$ cat config.mk
export PLATFORM = sky130hd
export DESIGN_NAME = unloadfsm_ne_flat
export DESIGN_NICKNAME = d
export VERILOG_FILES = /design/src/rtl/unloadfsm_ne_if.sv /design/src/rtl/unloadfsm_ne.sv /design/src/flat_wrapper.sv
export SDC_FILE = /design/constraint.sdc
export NUM_CORES = 1
export LEC_CHECK = 0
export ABC_AREA = 0
export CORE_AREA = 2 2 49 51
export CTS_BUF_LIST = sky130_fd_sc_hd__clkbuf_4 sky130_fd_sc_hd__clkbuf_8
export CTS_CLUSTER_SIZE = 28
export DETAILED_ROUTE_END_ITERATION = 16
export DIE_AREA = 0 0 51 53
export DONT_BUFFER_PORTS = 1
export MAX_ROUTING_LAYER = met4
export PLACE_DENSITY_LB_ADDON = 0.08
export RECOVER_POWER = 50
export SLEW_MARGIN = 15
export SYNTH_ARGS = -nofsm -noshare
export SYNTH_HDL_FRONTEND = slang
export SYNTH_SLANG_ARGS = --single-unit
$ cat constraint.sdc
create_clock -name clk -period 5.9 [get_ports clk]
set_clock_uncertainty 0.05 [all_clocks]
set_input_delay 0.885 -clock clk [delete_from_list [all_inputs] [get_ports clk]]
set_output_delay 0.885 -clock clk [all_outputs]
set_load 0.02 [all_outputs]
$ cat src/rtl/unloadfsm_ne_if.sv
// Unload-side bus between the unload sequencer and its load side, decoder mux and output FIFO.
// The master modport is the sequencer. The slave modport is the surrounding logic.
interface unloadfsm_ne_if #(
  parameter int ADDRESSWIDTH = 9
);
  logic                    start;
  logic                    fifo_afull;
  logic                    unload_en;
  logic [ADDRESSWIDTH-1:0] UNLOADADDRESS;
  logic                    wr_en;
  logic [ADDRESSWIDTH-1:0] wr_addr;
  logic                    busy;
  logic                    done;

  modport master (
    input  start, fifo_afull,
    output unload_en, UNLOADADDRESS, wr_en, wr_addr, busy, done
  );

  modport slave (
    output start, fifo_afull,
    input  unload_en, UNLOADADDRESS, wr_en, wr_addr, busy, done
  );
endinterface

$ cat src/rtl/unloadfsm_ne.sv
// Unload sequencer: steps the decoded-word column select once per frame and
// mirrors it, one cycle later, into output-FIFO write strobes and addresses.
// It pauses on FIFO almost-full. It emits a stretched done level when the frame
// completes. A level start can never launch a second frame without first dropping.
module unloadfsm_ne #(
  parameter int ADDRESSWIDTH = 9,
  parameter int UNLOADCOUNT  = 16,
  parameter int DONE_STRETCH = 10
) (
  input  logic           clk,
  input  logic           rst,
  unloadfsm_ne_if.master bus
);

  typedef enum logic [2:0] {
    IDLE,
    UNLOADING,
    STALL,
    FRAMEDONE,
    WAITSTARTLOW
  } state_t;

  localparam logic [ADDRESSWIDTH-1:0] LAST_COL = ADDRESSWIDTH'(UNLOADCOUNT - 1);
  localparam logic [ADDRESSWIDTH-1:0] ONE      = ADDRESSWIDTH'(1);

  state_t                  state, state_nx;
  logic                    vld_p0, vld_nx;
  logic [ADDRESSWIDTH-1:0] addr_p0, addr_nx;
  logic                    vld_p1;
  logic [ADDRESSWIDTH-1:0] addr_p1;
  logic [DONE_STRETCH-1:0] done_sr;
  logic                    frame_flag;

  // In UNLOADING the column in addr_p0 is presented this cycle. That column is
  // consumed even if almost-full rises now, because the FIFO slack absorbs it.
  // The stall therefore parks on the following column, so nothing is skipped or repeated.
  always_comb begin
    state_nx = state;
    vld_nx   = 1'b0;
    addr_nx  = addr_p0;
    unique case (state)
      IDLE: begin
        if (bus.start && !bus.fifo_afull) begin
          state_nx = UNLOADING;
          vld_nx   = 1'b1;
          addr_nx  = '0;
        end
      end
      UNLOADING: begin
        if (addr_p0 == LAST_COL) begin
          state_nx = FRAMEDONE;
          addr_nx  = '0;
        end else begin
          addr_nx = addr_p0 + ONE;
          if (bus.fifo_afull) begin
            state_nx = STALL;
          end else begin
            vld_nx = 1'b1;
          end
        end
      end
      STALL: begin
        if (!bus.fifo_afull) begin
          state_nx = UNLOADING;
          vld_nx   = 1'b1;
        end
      end
      FRAMEDONE: begin
        state_nx = bus.start ? WAITSTARTLOW : IDLE;
      end
      WAITSTARTLOW: begin
        if (!bus.start) begin
          state_nx = IDLE;
        end
      end
      default: begin
        state_nx = IDLE;
      end
    endcase
  end

  // Column-select stage: FSM state, column valid and column index.
  always_ff @(posedge clk or negedge rst) begin
    if (!rst) begin
      state   <= IDLE;
      vld_p0  <= 1'b0;
      addr_p0 <= '0;
    end else begin
      state   <= state_nx;
      vld_p0  <= vld_nx;
      addr_p0 <= addr_nx;
    end
  end

  // FIFO write stage: the decoder output for a selected column lands one cycle later.
  always_ff @(posedge clk or negedge rst) begin
    if (!rst) begin
      vld_p1  <= 1'b0;
      addr_p1 <= '0;
    end else begin
      vld_p1  <= vld_p0;
      addr_p1 <= addr_p0;
    end
  end

  assign frame_flag = (state == FRAMEDONE) || (state == WAITSTARTLOW);

  // The done stretcher keeps the level wide enough for the slower downstream domain to sample.
  always_ff @(posedge clk or negedge rst) begin
    if (!rst) begin
      done_sr <= '0;
    end else begin
      done_sr <= {done_sr[DONE_STRETCH-2:0], frame_flag};
    end
  end

  assign bus.unload_en     = vld_p0;
  assign bus.UNLOADADDRESS = addr_p0;
  assign bus.wr_en         = vld_p1;
  assign bus.wr_addr       = addr_p1;
  assign bus.busy          = (state != IDLE);
  assign bus.done          = |done_sr;

endmodule

$ cat src/flat_wrapper.sv
// flat-port wrapper written by rule: the top's interface ports become plain ports
module unloadfsm_ne_flat 
#(
  parameter int ADDRESSWIDTH = 9,
  parameter int UNLOADCOUNT  = 16,
  parameter int DONE_STRETCH = 10
)
  (clk, rst, bus_start, bus_fifo_afull, bus_unload_en, bus_UNLOADADDRESS, bus_wr_en, bus_wr_addr, bus_busy, bus_done);
  unloadfsm_ne_if #(.ADDRESSWIDTH(ADDRESSWIDTH)) bus_i ();
  input  logic clk;
  input  logic rst;
  input wire logic [$bits(bus_i.start)-1:0] bus_start;
  input wire logic [$bits(bus_i.fifo_afull)-1:0] bus_fifo_afull;
  output wire logic [$bits(bus_i.unload_en)-1:0] bus_unload_en;
  output wire logic [$bits(bus_i.UNLOADADDRESS)-1:0] bus_UNLOADADDRESS;
  output wire logic [$bits(bus_i.wr_en)-1:0] bus_wr_en;
  output wire logic [$bits(bus_i.wr_addr)-1:0] bus_wr_addr;
  output wire logic [$bits(bus_i.busy)-1:0] bus_busy;
  output wire logic [$bits(bus_i.done)-1:0] bus_done;
  assign bus_i.start = bus_start;
  assign bus_i.fifo_afull = bus_fifo_afull;
  assign bus_unload_en = bus_i.unload_en;
  assign bus_UNLOADADDRESS = bus_i.UNLOADADDRESS;
  assign bus_wr_en = bus_i.wr_en;
  assign bus_wr_addr = bus_i.wr_addr;
  assign bus_busy = bus_i.busy;
  assign bus_done = bus_i.done;
  unloadfsm_ne #(.ADDRESSWIDTH(ADDRESSWIDTH), .UNLOADCOUNT(UNLOADCOUNT), .DONE_STRETCH(DONE_STRETCH)) u_core (.clk(clk), .rst(rst), .bus(bus_i));
endmodule
Word level (Yosys, flattened, before mapping)
Index checks and enable logic that the tools add are counted.
Widths: inputs -> output; s select.
Operators by class
  shifts and indexed selects: 0
  equality and inequality tests: 9
  bitwise gates (word level): 0
  div/mod/pow operators: 0
  $add $sub $neg: 1
  muxes and demuxes: 14
  reductions and logical operators: 9
  multipliers: 0
  order comparisons: 0
Operator list (count)
  $mux 3: 6
  $mux 9: 2
  $pmux 9 s2: 1
  $pmux 3 s5: 1
  $reduce_or 10->1: 1
  $add 9x1->9 const B: 1
  $eq 9x4->1 const B: 1
  $eq 3x2->1 const B: 2
  $ne 2x2->1 const B: 2
  $reduce_and 4->1: 1
  $eq 3x1->1 const B: 1
  $eq 3x3->1 const B: 1
  $logic_not 3->1: 1
  $mux 1: 3
  $ne 3x2->1 const B: 1
  $pmux 1 s3: 1
  $reduce_bool 3->1: 1
  $ne 2x1->1 const B: 1
  $reduce_and 2->1: 1
  $reduce_bool 2->1: 1
  $logic_and 1x1->1: 1
  $logic_not 1->1: 1
  $logic_or 1x1->1: 1
Word-level totals
  bits in read-only memories: 0
  logic and storage cells: 39
  bits in writable memories: 0
  memories: 0
  flip-flop bits (word level): 33
  input port bits: 4
  bits in latches: 0

Logic depth before layout (Yosys ltp)
  depth after elaboration: 4
  mapped depth: 6
  gate-level depth less buffers: 5

Worst setup path before layout
Ideal clock, no wire load.
  path type: flip-flop to flip-flop
  start point: reg u_core.addr_p0[0] (netlist: u_core.bus.UNLOADADDRESS[0])
  end point: reg u_core.addr_p0[8] (netlist: u_core.bus.UNLOADADDRESS[8])
  path slack: 3.972 ns
  arrival: 1.800 ns
  buffers on the path: 0
  data required time: 5.772 ns
  period minus slack after synthesis: 1.928 ns
  library setup time: 0.078 ns
  cell stages (with the launch flop): 6
  path through: dfrtp_1 -> ha_1 -> and4b_1 -> a21o_4 -> or4_1 -> o21ai_1
Between the ends
  longest elaborated chain between the ends: 3
  elaborated cells on any way between the ends: 4
RTL lines
  start, declared: RTL line unloadfsm_ne.sv:28  | logic [ADDRESSWIDTH-1:0] addr_p0, addr_nx;
  start signal, assigned: RTL line unloadfsm_ne.sv:91  | addr_p0 <= addr_nx;
  $add 9x1->9 or $eq 9x4->1 (tied branches): RTL line unloadfsm_ne.sv:54, unloadfsm_ne.sv:50
  $mux 9 *: RTL line unloadfsm_ne.sv:50  | if (addr_p0 == LAST_COL) begin
  $pmux 9 s2 *: RTL line unloadfsm_ne.sv:41  | unique case (state)
Mark *: on every way between the ends. The rest lies on a longest branch, timed or not.
A chain may end at the register's enable or synchronous reset.

Worst setup path after layout
  start point: reg u_core.done_sr[0]
  end point: out bus_done
Between the ends
  longest elaborated chain between the ends: 1
RTL lines
  start, declared: RTL line unloadfsm_ne.sv:31  | logic [DONE_STRETCH-1:0] done_sr;
  start signal, assigned: RTL line unloadfsm_ne.sv:113  | done_sr <= {done_sr[DONE_STRETCH-2:0], frame_flag};
  $reduce_or 10->1: RTL line unloadfsm_ne.sv:122  | assign bus.done = |done_sr;
  end, declared: RTL line flat_wrapper.sv:19  | output wire logic [$bits(bus_i.done)-1:0] bus_done;
Every way passes these cells.

==> metrics.yaml <==
synth_top_family_by_area: "simple AND/OR/NAND/NOR gates"
antenna_cells: 0
grt_first_pass_wirelength_um: 3700
multi_input_area_sq_um: 390
grt_util_all_layers_pct: 19.9
insertion_delay_ps: 320
distinct_cells_synth: 31
first_iter_violations: 8
wire_per_inst_um: 15.7
route.detailed.vias_per_inst: 5.98
cts_tree: "yes"
sequential_cell_area_sq_um: 826
ys_seq_elements: 33
share_of_synthesized_cell_area_in_full_adder_half_adder_and_majority_cells_pct: 0.998
type_of_element_launching_the_critical_path: "register"
gp_congestion: 0.823
fillerInstances: 171
postCtsResizedCells: 0
stdcell_area_sq_um: 1330
post_synth.cell_area_avg_sq_um: 12.1
reg_power_share_pct: 61.8
rsz0062_at_grt: "false"
timing.critical_path.required_ps: 4970
run_status: "finished clean"
period_share_pct: 37.7
layout.cells.most_common_list: "33 x sky130_fd_sc_hd__dfrtp_1, 10 x sky130_fd_sc_hd__o21ai_0, 9 x sky130_fd_sc_hd__a21oi_1, 7 x sky130_fd_sc_hd__nand3_1, 6 x sky130_fd_sc_hd__nor2_1"
category_of_the_most_critical_setup_path: "register to primary output"
synthXorXnorAreaFrac_pct: 0
path_clk_slew_ps: 90
synth_seq_area_share_pct: 65.9
dr.pass1.iters: 4
floorplan.io_pins: 26
die-height_um: 53
p_leak_nw: 0.624
synth_mux_area_share_pct: 0
placement_rows: 17
final_wirelength_um: 2150
maxCapViolCount: 0
synth-warning-count: 0
antenna_found_initial: 0
pwr_dens_nw_per_um2: 347
report.final.setup_viol: 0
worst_slew_margin_rel_pct: 55.1
final_common_cell: "sky130_fd_sc_hd__dfrtp_1"
grt_pass1_vias: 785
synth_simple_gate_area_share_pct: 16.9
switchingPower_uw: 131
holdBufCountCts: 0
cp-end-kind: "primary output"
post-route-min-period_ps: 2220
routed-via-count: 819
grt_max_degree: 34
dp_hpwl_um: 1460
syn_inst: 104
synth_compound_area_share_pct: 13.3
cts_buffers: 5
core_region_area_sq_um: 2150
floorplan.die.width_um: 51
die_area_sq_um: 2700
layout-drive-gt1-share_pct: 10.1
area_delta_synth_final_pct: 6.29
cts.repair_timing.setup_buffer_count: 0
detail-route-antenna-nets: 0
cellInternalPower_uw: 331
final_nets: 113
postSynthNetCount: 109
clock_net_sink_count: 33
htreeDepth: 2
dpl_cell_area_sq_um: 1260
worst_ep_arrival_time_ps: 1290
power.combinational.fraction_pct: 8.7
power_switching_share_pct: 28.4
worst-path-max-fanout: 2
remaining_drc_errors: 0
peak_supply_drop_v: 0.000260
place.port_buffers: 0
hold_path.class: "primary input to asynchronous set/reset pin"
totalNegativeSetupSlack_ps: 0
final-max-slew-violation-count: 0
hold_viol: 0
achievable_frequency_mhz: 450
pwr-share-clk_pct: 29.5
grt_overflow_total: 0
ctsLongestPathBuffers: 2
worstReg2RegStart: "u_core.bus.UNLOADADDRESS[0]$_DFFE_PN0P_"
slew_worst_pin_ps: 670
crit_start: "u_core.done_sr[0]$_DFF_PN0_"
synthesis.area_sq_um: 1250
start_util_pct: 58.4
cts_root_buffer: "sky130_fd_sc_hd__clkbuf_4"
[flip-flops by register name, summed over array words and instances, names as in the netlist]
signal and cells:
u_core.state 3, u_core.bus.wr_en 1, u_core.done_sr 10, u_core.bus.UNLOADADDRESS 9, u_core.bus.unload_en 1, u_core.bus.wr_addr 9
[cell type report]
| type | instances | area share (%) |
|---|---|---|
| Sequential cell | 33 | 62.0 |
| Clock inverter | 1 | 0.376 |
| Inverter | 3 | 0.845 |
| Tap cell | 28 | 2.63 |
| Multi-Input combinational cell | 65 | 29.3 |
| Clock buffer | 7 | 4.88 |
[synthesized netlist by cell type, drive strengths merged]
cell type,number,area (sq um)
and4b,1,10.0
and3,2,12.5
a22o,1,8.76
or4,1,7.51
nand2b,1,6.26
ha,1,12.5
a2bb2oi,1,8.76
nor2b,1,6.26
nand3b,1,7.51
dfrtp,33,826
nand2,3,11.3
o31ai,1,7.51
nor2,6,22.5
inv,3,11.3
and2,2,12.5
o41ai,1,8.76
a31oi,1,6.26
a21o,1,15.0
o21ai,12,60.1
nor4,3,25.0
or3,4,25.0
clkbuf,1,3.75
a21oi,9,45.0
nand4,2,12.5
o22ai,1,6.26
buf,2,22.5
nand3,7,35.0
or3b,2,17.5
[through the flow]
| stage | power (mW) | cells | hold WS, ps | util (%) | setup WS [ps] |
|---|---|---|---|---|---|
| final | 0.463 | 137 | 191 | 62.0 | 3680 |
| after global placement | 0.329 | 129 | 308 | 58.8 | 3920 |
| after CTS | 0.470 | 137 | 175 | 62.0 | 3660 |
| after global routing | 0.486 | 137 | 163 | 62.0 | 3580 |
| after floorplan | 0.322 | 104 | 304 | - | 3970 |
| after detailed placement | 0.331 | 129 | 312 | 58.8 | 3830 |
[per-layer routing]
metal | vias to the layer above | GRT usage (%) | part of all wire [%] | routed length [um]
li1 | 386 | - | - | -
met1 | 401 | 24.6 | 45 | 973
met2 | 25 | 28.4 | 46 | 996
met3 | 7 | 7.34 | 5.5 | 118
met4 | 0 | 11.3 | 2.7 | 58
met5 | - | - | 0 | 0
[path summary, 6_finish.rpt]
path / slack [ps] / depth (start not counted) / to
hold / removal: 190 / 0 / u_core.state[1]$_DFFE_PN0P_
min in group clk: 330 / 0 / u_core.done_sr[4]$_DFF_PN0_
setup reg to reg: 3810 / 5 / u_core.bus.UNLOADADDRESS[8]$_DFFE_PN0P_
hold reg to reg: 330 / 0 / u_core.done_sr[4]$_DFF_PN0_
setup / recovery: 3680 / 2 / bus_done
max in group asynchronous: 5530 / 0 / u_core.bus.UNLOADADDRESS[1]$_DFFE_PN0P_
[cells by family after synthesis]
kind of cell | after synthesis
simple gates | 36
flops | 33
compound gates | 28
buf+inv | 6
fa+ha+maj | 1
[critical path, cell delays in order, from the launching register on]
cell	delay [ps]
sky130_fd_sc_hd__dfrtp_1	400
sky130_fd_sc_hd__nor4_1	310
sky130_fd_sc_hd__nand3_1	260
[power groups by stage]
| stage | registers, mW | logic (mW) | clock network [mW] |
|---|---|---|---|
| final | 0.286 | 0.0402 | 0.136 |
| after global routing | 0.290 | 0.0452 | 0.151 |
| after CTS | 0.286 | 0.0404 | 0.143 |
| after detailed placement | 0.291 | 0.0403 | 0 |
| after global placement | 0.289 | 0.0395 | 0 |
| after floorplan | 0.283 | 0.0390 | 0 |
(Power assumes the default switching activity.)
